### config.mk
export PLATFORM = sky130hd
export DESIGN_NAME = ysyx_22051013_lsu_mem_ctrl
export DESIGN_NICKNAME = d
export VERILOG_FILES = /design/src/rtl/ysyx_22051013_lsu_mem_ctrl_pkg.sv /design/src/rtl/ysyx_22051013_lsu_timeout.sv /design/src/rtl/ysyx_22051013_lsu_mem_ctrl.sv
export SDC_FILE = /design/constraint.sdc
export NUM_CORES = 1
export LEC_CHECK = 0
export CORE_AREA = 2 2 159 161
export DETAILED_ROUTE_END_ITERATION = 10
export DIE_AREA = 0 0 161 163
export GPL_TIMING_DRIVEN = 0
export MAX_ROUTING_LAYER = met4
export PLACE_DENSITY = 0.66
export SLEW_MARGIN = 20
export SYNTH_ARGS = -nofsm -noshare
export SYNTH_HDL_FRONTEND = slang
export SYNTH_SLANG_ARGS = --single-unit
### constraint.sdc
create_clock -name clk -period 1.99 [get_ports clk]
set_input_delay 0.398 -clock clk [delete_from_list [all_inputs] [get_ports clk]]
set_output_delay 0.398 -clock clk [all_outputs]
set_load 0.01 [all_outputs]
### src/rtl/ysyx_22051013_lsu_mem_ctrl_pkg.sv
// Shared types and constants for the LSU memory access controller.
// State encodings, widths and the latched bus request payload live here.
package ysyx_22051013_lsu_mem_ctrl_pkg;

    localparam int unsigned XLEN   = 64;
    localparam int unsigned ADDR_W = 64;
    localparam int unsigned MASK_W = 8;

    localparam logic             RST_ACTIVE = 1'b1;
    localparam logic [XLEN-1:0]  ZERO64     = '0;
    localparam logic [ADDR_W-1:0] DW_OFFSET = ADDR_W'(7);

    typedef enum logic [1:0] {
        ST_IDLE = 2'd0,
        ST_REQ  = 2'd1,
        ST_RESP = 2'd2,
        ST_DONE = 2'd3
    } lsu_state_e;

    typedef struct packed {
        logic              we;
        logic [ADDR_W-1:0] addr;
        logic [XLEN-1:0]   wdata;
        logic [MASK_W-1:0] wmask;
    } mem_req_t;

    // Force a byte address down to its containing doubleword.
    function automatic logic [ADDR_W-1:0] align_dw(input logic [ADDR_W-1:0] a);
        return a & ~DW_OFFSET;
    endfunction

endpackage

### src/rtl/ysyx_22051013_lsu_timeout.sv
// Saturating cycle counter with synchronous clear; flags the last allowed cycle.
// TIMEOUT_CYCLES = 0 disables expiry entirely.
module ysyx_22051013_lsu_timeout
    import ysyx_22051013_lsu_mem_ctrl_pkg::*;
#(
    parameter int unsigned TIMEOUT_CYCLES = 255
) (
    input  logic clk,
    input  logic rst,
    input  logic i_clr,
    input  logic i_en,
    output logic o_expired_c
);

    localparam int unsigned CNT_RAW = $clog2(TIMEOUT_CYCLES + 1);
    localparam int unsigned CNT_W   = (CNT_RAW < 1) ? 1 : CNT_RAW;
    localparam int unsigned LP_LAST = (TIMEOUT_CYCLES == 0) ? 0 : TIMEOUT_CYCLES - 1;
    localparam logic [CNT_W-1:0] CNT_LAST = CNT_W'(LP_LAST);
    localparam logic [CNT_W-1:0] CNT_MAX  = '1;

    logic [CNT_W-1:0] r_cnt;

    always_ff @(posedge clk) begin
        if (rst == RST_ACTIVE) begin
            r_cnt <= '0;
        end else if (i_clr) begin
            r_cnt <= '0;
        end else if (i_en && (r_cnt != CNT_MAX)) begin
            r_cnt <= r_cnt + CNT_W'(1);
        end
    end

    assign o_expired_c = (TIMEOUT_CYCLES != 0) && (r_cnt == CNT_LAST);

endmodule

### src/rtl/ysyx_22051013_lsu_mem_ctrl.sv
// Multi-cycle data-memory access controller for the LSU: one aligned request
// per instruction, valid/ready bus handshake, pipeline stall and bus timeout.
module ysyx_22051013_lsu_mem_ctrl
    import ysyx_22051013_lsu_mem_ctrl_pkg::*;
#(
    parameter int unsigned TIMEOUT_CYCLES = 255
) (
    input  logic        clk,
    input  logic        rst,
    input  logic        req_valid,
    input  logic        req_we,
    input  logic [63:0] req_addr,
    input  logic [63:0] req_wdata,
    input  logic [7:0]  req_wmask,
    output logic        req_ready,
    output logic        rsp_valid,
    output logic [63:0] rsp_rdata,
    output logic        rsp_err,
    output logic        stall,
    output logic        mem_req_valid,
    input  logic        mem_req_ready,
    output logic        mem_req_we,
    output logic [63:0] mem_req_addr,
    output logic [63:0] mem_req_wdata,
    output logic [7:0]  mem_req_wmask,
    input  logic        mem_rsp_valid,
    input  logic [63:0] mem_rsp_rdata
);

    lsu_state_e       r_state;
    mem_req_t         r_req;
    logic             r_mem_req_valid;
    logic             r_rsp_valid;
    logic             r_rsp_err;
    logic [XLEN-1:0]  r_rsp_rdata;

    logic w_accept;
    logic w_busy;
    logic w_expired;

    assign w_accept = (r_state == ST_IDLE) && req_valid;
    assign w_busy   = (r_state == ST_REQ) || (r_state == ST_RESP);

    ysyx_22051013_lsu_timeout #(
        .TIMEOUT_CYCLES (TIMEOUT_CYCLES)
    ) u_timeout (
        .clk         (clk),
        .rst         (rst),
        .i_clr       (w_accept),
        .i_en        (w_busy),
        .o_expired_c (w_expired)
    );

    // Progress (handshake/response) is tested before expiry so it wins ties.
    always_ff @(posedge clk) begin
        if (rst == RST_ACTIVE) begin
            r_state         <= ST_IDLE;
            r_req           <= '0;
            r_mem_req_valid <= 1'b0;
            r_rsp_valid     <= 1'b0;
            r_rsp_err       <= 1'b0;
            r_rsp_rdata     <= ZERO64;
        end else begin
            r_rsp_valid <= 1'b0;
            case (r_state)
                ST_IDLE: begin
                    if (req_valid) begin
                        r_req.we    <= req_we;
                        r_req.addr  <= align_dw(req_addr);
                        r_req.wdata <= req_wdata;
                        r_req.wmask <= req_wmask;
                        if (req_we && (req_wmask == '0)) begin
                            r_state     <= ST_DONE;
                            r_rsp_valid <= 1'b1;
                            r_rsp_err   <= 1'b0;
                        end else begin
                            r_state         <= ST_REQ;
                            r_mem_req_valid <= 1'b1;
                        end
                    end
                end
                ST_REQ: begin
                    if (mem_req_ready) begin
                        r_state         <= ST_RESP;
                        r_mem_req_valid <= 1'b0;
                    end else if (w_expired) begin
                        r_state         <= ST_DONE;
                        r_mem_req_valid <= 1'b0;
                        r_rsp_valid     <= 1'b1;
                        r_rsp_err       <= 1'b1;
                        if (!r_req.we) r_rsp_rdata <= ZERO64;
                    end
                end
                ST_RESP: begin
                    if (mem_rsp_valid) begin
                        r_state     <= ST_DONE;
                        r_rsp_valid <= 1'b1;
                        r_rsp_err   <= 1'b0;
                        if (!r_req.we) r_rsp_rdata <= mem_rsp_rdata;
                    end else if (w_expired) begin
                        r_state     <= ST_DONE;
                        r_rsp_valid <= 1'b1;
                        r_rsp_err   <= 1'b1;
                        if (!r_req.we) r_rsp_rdata <= ZERO64;
                    end
                end
                ST_DONE: begin
                    r_state <= ST_IDLE;
                end
                default: begin
                    r_state <= ST_IDLE;
                end
            endcase
        end
    end

    assign req_ready     = (r_state == ST_IDLE);
    assign stall         = w_busy || w_accept;
    assign rsp_valid     = r_rsp_valid;
    assign rsp_err       = r_rsp_err;
    assign rsp_rdata     = r_rsp_rdata;
    assign mem_req_valid = r_mem_req_valid;
    assign mem_req_we    = r_req.we;
    assign mem_req_addr  = r_req.addr;
    assign mem_req_wdata = r_req.wdata;
    assign mem_req_wmask = r_req.wmask;

endmodule

### Yosys cells after proc, flatten, opt, wreduce, memory -nomap -nowiden

Index checks and enable logic that the tools add are counted.

* add/subtract/negate cells: 1
* eq/ne operators: 11
* muxes and demuxes: 29
* reduce and logical (&&, ||, !) cells: 15

Operators with widths (number)
* $mux 64: 5
* $pmux 64 s2: 1
* $mux 1: 14
* $mux 2: 5
* $add 8x1->8 const B: 1
* $eq 8x8->1 const B: 1
* $logic_not 8->1: 1
* $ne 8x8->1 const B: 1
* $pmux 2 s4: 1
* $reduce_and 4->1: 2
* $ne 2x2->1 const B: 3
* $pmux 1 s3: 2
* $eq 2x2->1 const B: 2
* $reduce_bool 2->1: 2
* $logic_and 1x1->1: 3
* $ne 3x2->1 const B: 1
* $ne 3x3->1 const B: 1
* $reduce_and 3->1: 1
* $reduce_bool 3->1: 1
* $eq 2x1->1 const B: 1
* $logic_not 2->1: 1
* $logic_or 1x1->1: 2
* $ne 2x1->1 const B: 1
* $pmux 1 s2: 1
* 2 further kinds: 2

* bits in registers: 211
* input port bits: 206
* output and inout bits: 206
* logic and storage cells: 66

### Depth between registers and ports, before layout

Gate-level depths: netlist (run 1).

* depth in word-level cells: 5
* gate-level depth with buffers: 8
* depth with buffers taken out: 6

### By module

Synthesis (run 1) repeated with hierarchy kept, for this count alone.

* cell total of the unflattened synthesis: 912
* area, all modules: 7772.5 um^2

By module, submodules not included
* ysyx_22051013_lsu_mem_ctrl: times used 1, cells each 861, area an instance 7322.0 um^2, seq. area each 4063.9 um^2
* ysyx_22051013_lsu_timeout: times used 1, cells each 51, area an instance 450.4 um^2, seq. area each 160.2 um^2

### Worst setup path after synthesis (run 1)

Ideal clock, no wire load.

* kind: register to output
* start: reg r_state[1]
* end: out stall
* arrival time: 1.505 ns
* required time: 1.592 ns
* slack: 0.087 ns
* stages on the path, launching flop included: 7
* buffers on the path: 2
* cell sequence: dfxtp_1 inv_1 ha_1 nand2_1 clkbuf_1 clkbuf_1 nand2_1

* cells in the longest elaborated chain, start to end: 3
* elaborated cells between the ends (all ways): 6
* those cells by class: eq/ne (2); reduce/logical (4)

Ends and longest elaborated chain
* start, declared: RTL line ysyx_22051013_lsu_mem_ctrl.sv:30 `lsu_state_e r_state;`
* start signal, assigned: RTL line ysyx_22051013_lsu_mem_ctrl.sv:57 `r_state <= ST_IDLE;`
* start signal, assigned: RTL line ysyx_22051013_lsu_mem_ctrl.sv:73 `r_state <= ST_DONE;`
* start signal, assigned: RTL line ysyx_22051013_lsu_mem_ctrl.sv:77 `r_state <= ST_REQ;`
* $logic_not 2->1
* named net req_ready: RTL line ysyx_22051013_lsu_mem_ctrl.sv:15 `output logic req_ready,`
* $logic_and 1x1->1: RTL line ysyx_22051013_lsu_mem_ctrl.sv:41 `assign w_accept = (r_state == ST_IDLE) && req_valid;`
* $logic_or 1x1->1: RTL line ysyx_22051013_lsu_mem_ctrl.sv:118 `assign stall = w_busy || w_accept;`
* end, declared: RTL line ysyx_22051013_lsu_mem_ctrl.sv:19 `output logic stall,`

The timed path passes the listed nets, and every way through them passes these cells.

### Final worst setup path (run 1)

* start: reg r_state[1]
* end: out req_ready

* cells in the longest elaborated chain, start to end: 1

Ends and longest elaborated chain
* $logic_not 2->1: RTL line ysyx_22051013_lsu_mem_ctrl.sv:117 `assign req_ready = (r_state == ST_IDLE);`
* end, declared: RTL line ysyx_22051013_lsu_mem_ctrl.sv:15

No other way between the ends.

==> out/metrics.cfg, run 1 <==
[global_route]
grt_antenna_before_repair=1
first_global_vias=7122
grt_overflow=0
grt_max_degree=13
grtUsageTotal=0.203
grt_pass1_wl_um=40400

[power_and_ir_drop]
p_clk_frac=0.297
seq_power_share=0.360
cellInternalPower_w=0.0100
leakagePower_nw=4.84
pwr-share-comb=0.342
switchingPower_w=0.00471
swShare=0.320
p_per_area_nw_per_um2=1140
ir_worst_vdd_v=0.000655

[die]
die_h_um=163
coreArea_um2=24700
rows=58
ios=412
die-area_um2=26200
die_w_um=161
start_util=0.303

[clocking]
htree_levels=1
clk_pin_slew_ns=0.06
ctsHoldBuffers=0
cts_buffers=25
root_buffer=clkbuf_16
insertion_delay_ns=0.51
cts_buffer_depth=3
clock-sinks=211
cts_tree=done

[layout]
multi_input_area_um2=2900
syn2layout_area_growth_pct=72.9
final_layout_size_suffix_gt1_frac=0.107
nets=1487
fillers=2293
seqCellArea_um2=4230
final_cell_area_um2=12900
postLayoutCoreUtil=0.524

[sta]
final-setup-viol-count=0
min_period_over_period=0.967
rsz0062_at_grt=yes
fmax_ghz=0.519
slew_violations=0
max_slew_margin=0.551
finalCriticalPeriod_ns=1.92
tightest_slew_ns=0.674
finalClockSkew_ns=0.00639
finalHoldViolations=0

[route]
first_iter_violations=415
top_layer=met4
vias=7415
wl_per_cell_um=16.9
route.met3.wl_um=2540
drcViolationCount=0
vias_per_cell=4.57
finalWirelength_um=27400
m1WireLength_um=11000
ant_nets=0
drt-pass1-iter-count=4
wl_met2_um=13200

[synth]
ys_types=41
netlist_instances=829
synth_area_um2=7470
yosys_warnings=0
seq_area_frac_synth=0.565
synth_adder_area_share=0.0134
synth.area.mux_share=0
avgSynthCellArea_um2=9.01
synth-edff-count=0
synth_compound_area_frac=0.204
async_reset_ff_frac=0
synth-seq-cells=211
ys.flop_type=dfxtp_1
synthSimpleGateAreaFrac=0.159
synth_top_family_by_area=compound AO/OA/AOI/OAI gates
synth_xor_area_frac=0.00469

[setup_path]
path_max_fanout=5
crit_path_cell_trace=inv_4, ha_4, buf_4, dlygate4sd2_1
critPathKind=reg -> out
critPathSlowestCell=dfxtp_4
worstSetupEndpointType=output port
critPathMaxStageDelay_ns=0.37
crit_arrival_ns=1.53
r2r_slack_ns=0.07
required_ns=1.59
start_kind=register

[place]
port_buffers=404
post_dp_cell_area_um2=11900
dpl.hpwl_um=20600
gp_congestion=0.817

[outcome]
status=finished clean

[min_path]
holdCritPathClass=in -> reg

[job]
drv_cap=0

[worst paths after layout]
| kind | start | endpoint | cells after the start |
|---|---|---|---|
| max | r_state[1] | req_ready | 4 |
| min | rst | rsp_err | 3 |
| max reg2reg | r_state[1] | rsp_rdata[57] | 10 |
| min reg2reg | mem_req_addr[11] | mem_req_addr[11] | 2 |
[through the flow]
stage | std cells | total power [W] | TNS [ns] | worst slack [ns] | hold slack (ns)
2_1_floorplan | 831 | 0.00761 | 0 | 0.0874 | 0.481
3_3_place_gp | 1565 | 0.0101 | -105.56 | -0.840 | 0.441
3_5_place_dp | 1565 | 0.0101 | -110.71 | -0.864 | 0.446
4_1_cts | 1615 | 0.0147 | -0.170 | -0.170 | 0.232
5_1_grt | 1622 | 0.0156 | -0.00594 | -0.00496 | 0.249
6_report | 1622 | 0.0147 | 0 | 0.0650 | 0.256
[critical path: cells and delay by family (launching register included)]
family | cells | cell delay [ns]
buf+inv | 3 | 0.47
fa+ha+maj | 1 | 0.17
flops | 1 | 0.37
[power by group through the flow]
stage | Sequential, W | Clock (W) | Combinational (W)
floorplan | 0.00564 | 0 | 0.00197
global placement | 0.00535 | 0 | 0.00476
detailed placement | 0.00537 | 0 | 0.00478
CTS | 0.00530 | 0.00449 | 0.00492
global route | 0.00538 | 0.00468 | 0.00550
finish | 0.00530 | 0.00438 | 0.00504
[area by class of cell]
cell class                 count  share of cell area
sequential                   211               0.328
timing repair buffer         416               0.323
multi-input combinational    547               0.224
clock buffer                  34              0.0541
tap                          330              0.0320
buffer                        62              0.0288
clock inverter                11             0.00678
inverter                      10             0.00329
antenna                        1            0.000194
[cells by family (layout without fill, tap and decap cells)]
family          after synthesis  count (layout)
buf+inv                      73             533
compound gates              228             228
flops                       211             211
fa+ha+maj                     8               8
other cells                   1               4
simple gates                304             304
xor+xnor                      4               4
[registers in the layout (all words and copies together), names as in the netlist]
name,count
mem_req_wdata,64
rsp_rdata,64
mem_req_addr,61
mem_req_wmask,8
u_timeout.r_cnt,8
r_state,2
mem_req_valid,1
mem_req_we,1
rsp_err,1
rsp_valid,1
[layer usage]
metal  up-vias  GRT usage
met5         -          -
met4         0     0.0524
met3        41     0.0721
met2       311      0.342
met1      3376      0.230
li1       3687          -
[cells in the mapped netlist (3+ instances only)]
cell / instances / area share
nand2_1: 275 / 0.14
dfxtp_1: 211 / 0.57
a21oi_1: 138 / 0.092
a22o_2: 44 / 0.059
clkbuf_1: 34 / 0.017
a22o_1: 20 / 0.023
buf_6: 12 / 0.018
inv_1: 10 / 0.0050
nor2_1: 9 / 0.0045
ha_1: 8 / 0.013
buf_2: 7 / 0.0047
a211oi_1: 5 / 0.0050
buf_1: 5 / 0.0025
buf_4: 5 / 0.0050
o21ai_0: 5 / 0.0033
nand3_1: 4 / 0.0027
xnor2_1: 4 / 0.0047
a31oi_1: 3 / 0.0025
nor2b_1: 3 / 0.0025
[layout by cell type, fill, tap and decap left out, types with 5 or more instances in the layout]
| cell | Yosys | routed |
|---|---|---|
| clkdlybuf4s50_1 | 0 | 401 |
| nand2_1 | 275 | 273 |
| dfxtp_1 | 211 | 209 |
| a21oi_1 | 138 | 138 |
| a22o_2 | 44 | 44 |
| clkbuf_1 | 34 | 35 |
| clkbuf_16 | 0 | 25 |
| a22o_1 | 20 | 20 |
| buf_6 | 12 | 14 |
| buf_4 | 5 | 12 |
| inv_1 | 10 | 8 |
| nor2_1 | 9 | 8 |
| buf_2 | 7 | 7 |
| ha_1 | 8 | 7 |
| clkinv_2 | 0 | 7 |
| o21ai_0 | 5 | 5 |
| a211oi_1 | 5 | 5 |
| buf_1 | 5 | 5 |
[what timing repair did]
action | CTS | global route
endpoints found under the hold margin | 0 | 0
setup buffers | 5 | 7
pin swaps | 2 | 2
setup endpoints to repair | 211 | 58
gates resized for setup | 26 | 10
Note: power is estimated with default switching activity, not from simulation.
==> run 2: changes to the inputs <==
- ABC_CLOCK_PERIOD_IN_PS: not set -> 1990
- MAX_ROUTING_LAYER: met4 -> not set
- SKIP_CTS_REPAIR_TIMING: not set -> 1
==> run 2 against run 1 <==
  * Fmax decreased by 5.9%
  * Clock-buffer cell count unchanged
  * Total power decreased by 0.41%
  * Global-route usage decreased by 0.65 points
  * Cell count unchanged
  * The run now ends with setup timing left
  * Sequential share of layout area about the same
  * Wire length decreased by 0.42%
  * Critical path depth increased by 3
  * Largest cell class unchanged
==> out/metrics.cfg, run 2 (synthesis gave the netlist of run 1 again) <==
[sta]
slew_violations=0  ; unchanged
tightest_slew_ns=0.672  ; -0.00155 ns
setup_slack_ns=-0.0547  ; -0.120 ns
min_period_over_period=1.03  ; +0.0602
rsz0062_at_grt=yes
finalCriticalPeriod_ns=2.04  ; +0.120 ns
finalClockSkew_ns=0.00821  ; +0.00182 ns
final-setup-viol-count=1  ; +1
finalHoldViolations=0  ; unchanged
max_slew_margin=0.552  ; +0.00103
fmax_ghz=0.489  ; -5.9%
timing.hold.ws_ns=0.256  ; +0.000198 ns

[die]
coreArea_um2=24700  ; unchanged
start_util=0.303  ; unchanged
die-area_um2=26200  ; unchanged
die_h_um=163  ; unchanged
rows=58  ; unchanged
ios=412  ; unchanged
die_w_um=161  ; unchanged

[clocking]
cts_tree=done
clk_pin_slew_ns=0.06  ; about the same
cts_buffers=25  ; unchanged
insertion_delay_ns=0.51  ; about the same
clock-sinks=211  ; unchanged
cts_buffer_depth=3  ; unchanged
htree_levels=1  ; unchanged
root_buffer=clkbuf_16

[setup_path]
critPathKind=reg -> out
crit_path_cell_trace=inv_4, ha_4, nand2_2, buf_6, buf_8, nand2_1, buf_6
worstSetupEndpointType=output port
path_common_cell=buf_6
required_ns=1.59  ; about the same
start_kind=register
critPathMaxStageDelay_ns=0.39  ; +0.02 ns
path_max_fanout=10  ; +5
crit_arrival_ns=1.65  ; +0.12 ns
critPathSlowestCell=dfxtp_4

[layout]
syn2layout_area_growth_pct=72.7
nets=1488  ; +0.067%
final_cell_area_um2=12900  ; -0.13%
final_layout_size_suffix_gt1_frac=0.107  ; about the same
layout_common_cells=clkdlybuf4s50_1 (401), nand2_1 (274), dfxtp_1 (209)
final_common_cell=clkdlybuf4s50_1
n_antenna_cell=0  ; -1
fin_cells=1622  ; unchanged
fillers=2301  ; +0.35%

[place]
dp_cells=1565  ; unchanged
port_buffers=404  ; unchanged
dpl.hpwl_um=20600  ; unchanged
gp_congestion=0.803  ; -1.7%
post_dp_cell_area_um2=11900  ; unchanged

[global_route]
grt_antenna_before_repair=1  ; unchanged
grt_pass1_wl_um=40400  ; about the same
grtUsageTotal=0.196  ; -0.00650
first_global_vias=7015  ; -1.5%
grt_max_degree=13  ; unchanged
grt_overflow=0  ; unchanged

[outcome]
violations=setup timing
status=finished, violations left

[route]
vias_per_cell=4.58  ; +0.19%
drt-pass1-iter-count=5  ; +1
wl_per_cell_um=16.8  ; -0.42%
first_iter_violations=372  ; -10%
vias=7429  ; +0.19%
ant_nets=0  ; unchanged
finalWirelength_um=27300  ; -0.42%
drcViolationCount=0  ; unchanged

[power_and_ir_drop]
ir_worst_vdd_v=0.000647  ; -1.3%
p_per_area_nw_per_um2=1140  ; -0.29%
finalPower_w=0.0147  ; -0.41%
leakagePower_nw=4.85  ; +0.39%

[min_path]
holdCritPathClass=in -> reg

[job]
drv_cap=0  ; unchanged

## run 2: cell types whose count changed in the layout (fill, tap and decap cells not counted), sizes merged
cell,before,now
dlymetal6s2s,0,2
dlygate4sd2,2,0
buf,43,44
diode,1,0
## run 2: power breakdown
part | internal, W | switching, W | total, W | leakage [nW]
clock | 0.00258 | 0.00179 | 0.00437 | 0.385
sequential | 0.00493 | 0.000379 | 0.00531 | 1.72
combinational | 0.00248 | 0.00251 | 0.00498 | 2.75
total | 0.00999 | 0.00467 | 0.0147 | 4.85
## run 2: per-stage QoR
step	setup TNS [ns]	setup WS (ns)	utilization
finish	-0.0547	-0.0547	0.523
CTS	-83.00	-1.35	0.516
floorplan	0	0.0874	-
global route	-0.117	-0.117	0.523
global placement	-105.56	-0.840	0.484
detailed placement	-110.71	-0.864	0.484
## run 2: path summary, 6_finish.rpt
path | from | cells after the start | slack [ns] | end
min reg2reg | mem_req_addr[54] | 2 | 0.45 | mem_req_addr[54]
min | rst | 3 | 0.26 | rsp_err
max reg2reg | r_state[1] | 9 | 0.13 | rsp_rdata[27]
max | r_state[1] | 7 | -0.05 | stall
## run 2: final cells by class
class                           instances  area (µm²)  share of cell area
Clock inverter                         11        87.6             0.00679
Multi-Input combinational cell        547        2890               0.224
Timing Repair Buffer                  416        4170               0.323
Buffer                                 63         377              0.0292
Inverter                               10        42.5             0.00330
Tap cell                              330         413              0.0320
Sequential cell                       211        4230               0.328
Clock buffer                           34         699              0.0542
## run 2: worst max-delay path, delay by kind of cell, from the launching register on
family | cells | cell delay, ns
buffers and inverters | 4 | 0.43
DFF | 1 | 0.39
adders and majority gates | 1 | 0.17
and+or+nand+nor | 2 | 0.15
## run 2: routing by layer
layer	track usage	up-vias	wire length [µm]
met5	0	-	13
met4	0.0536	2	612
met3	0.0810	47	2820
met2	0.338	318	13100
met1	0.226	3373	10700
li1	-	3689	-
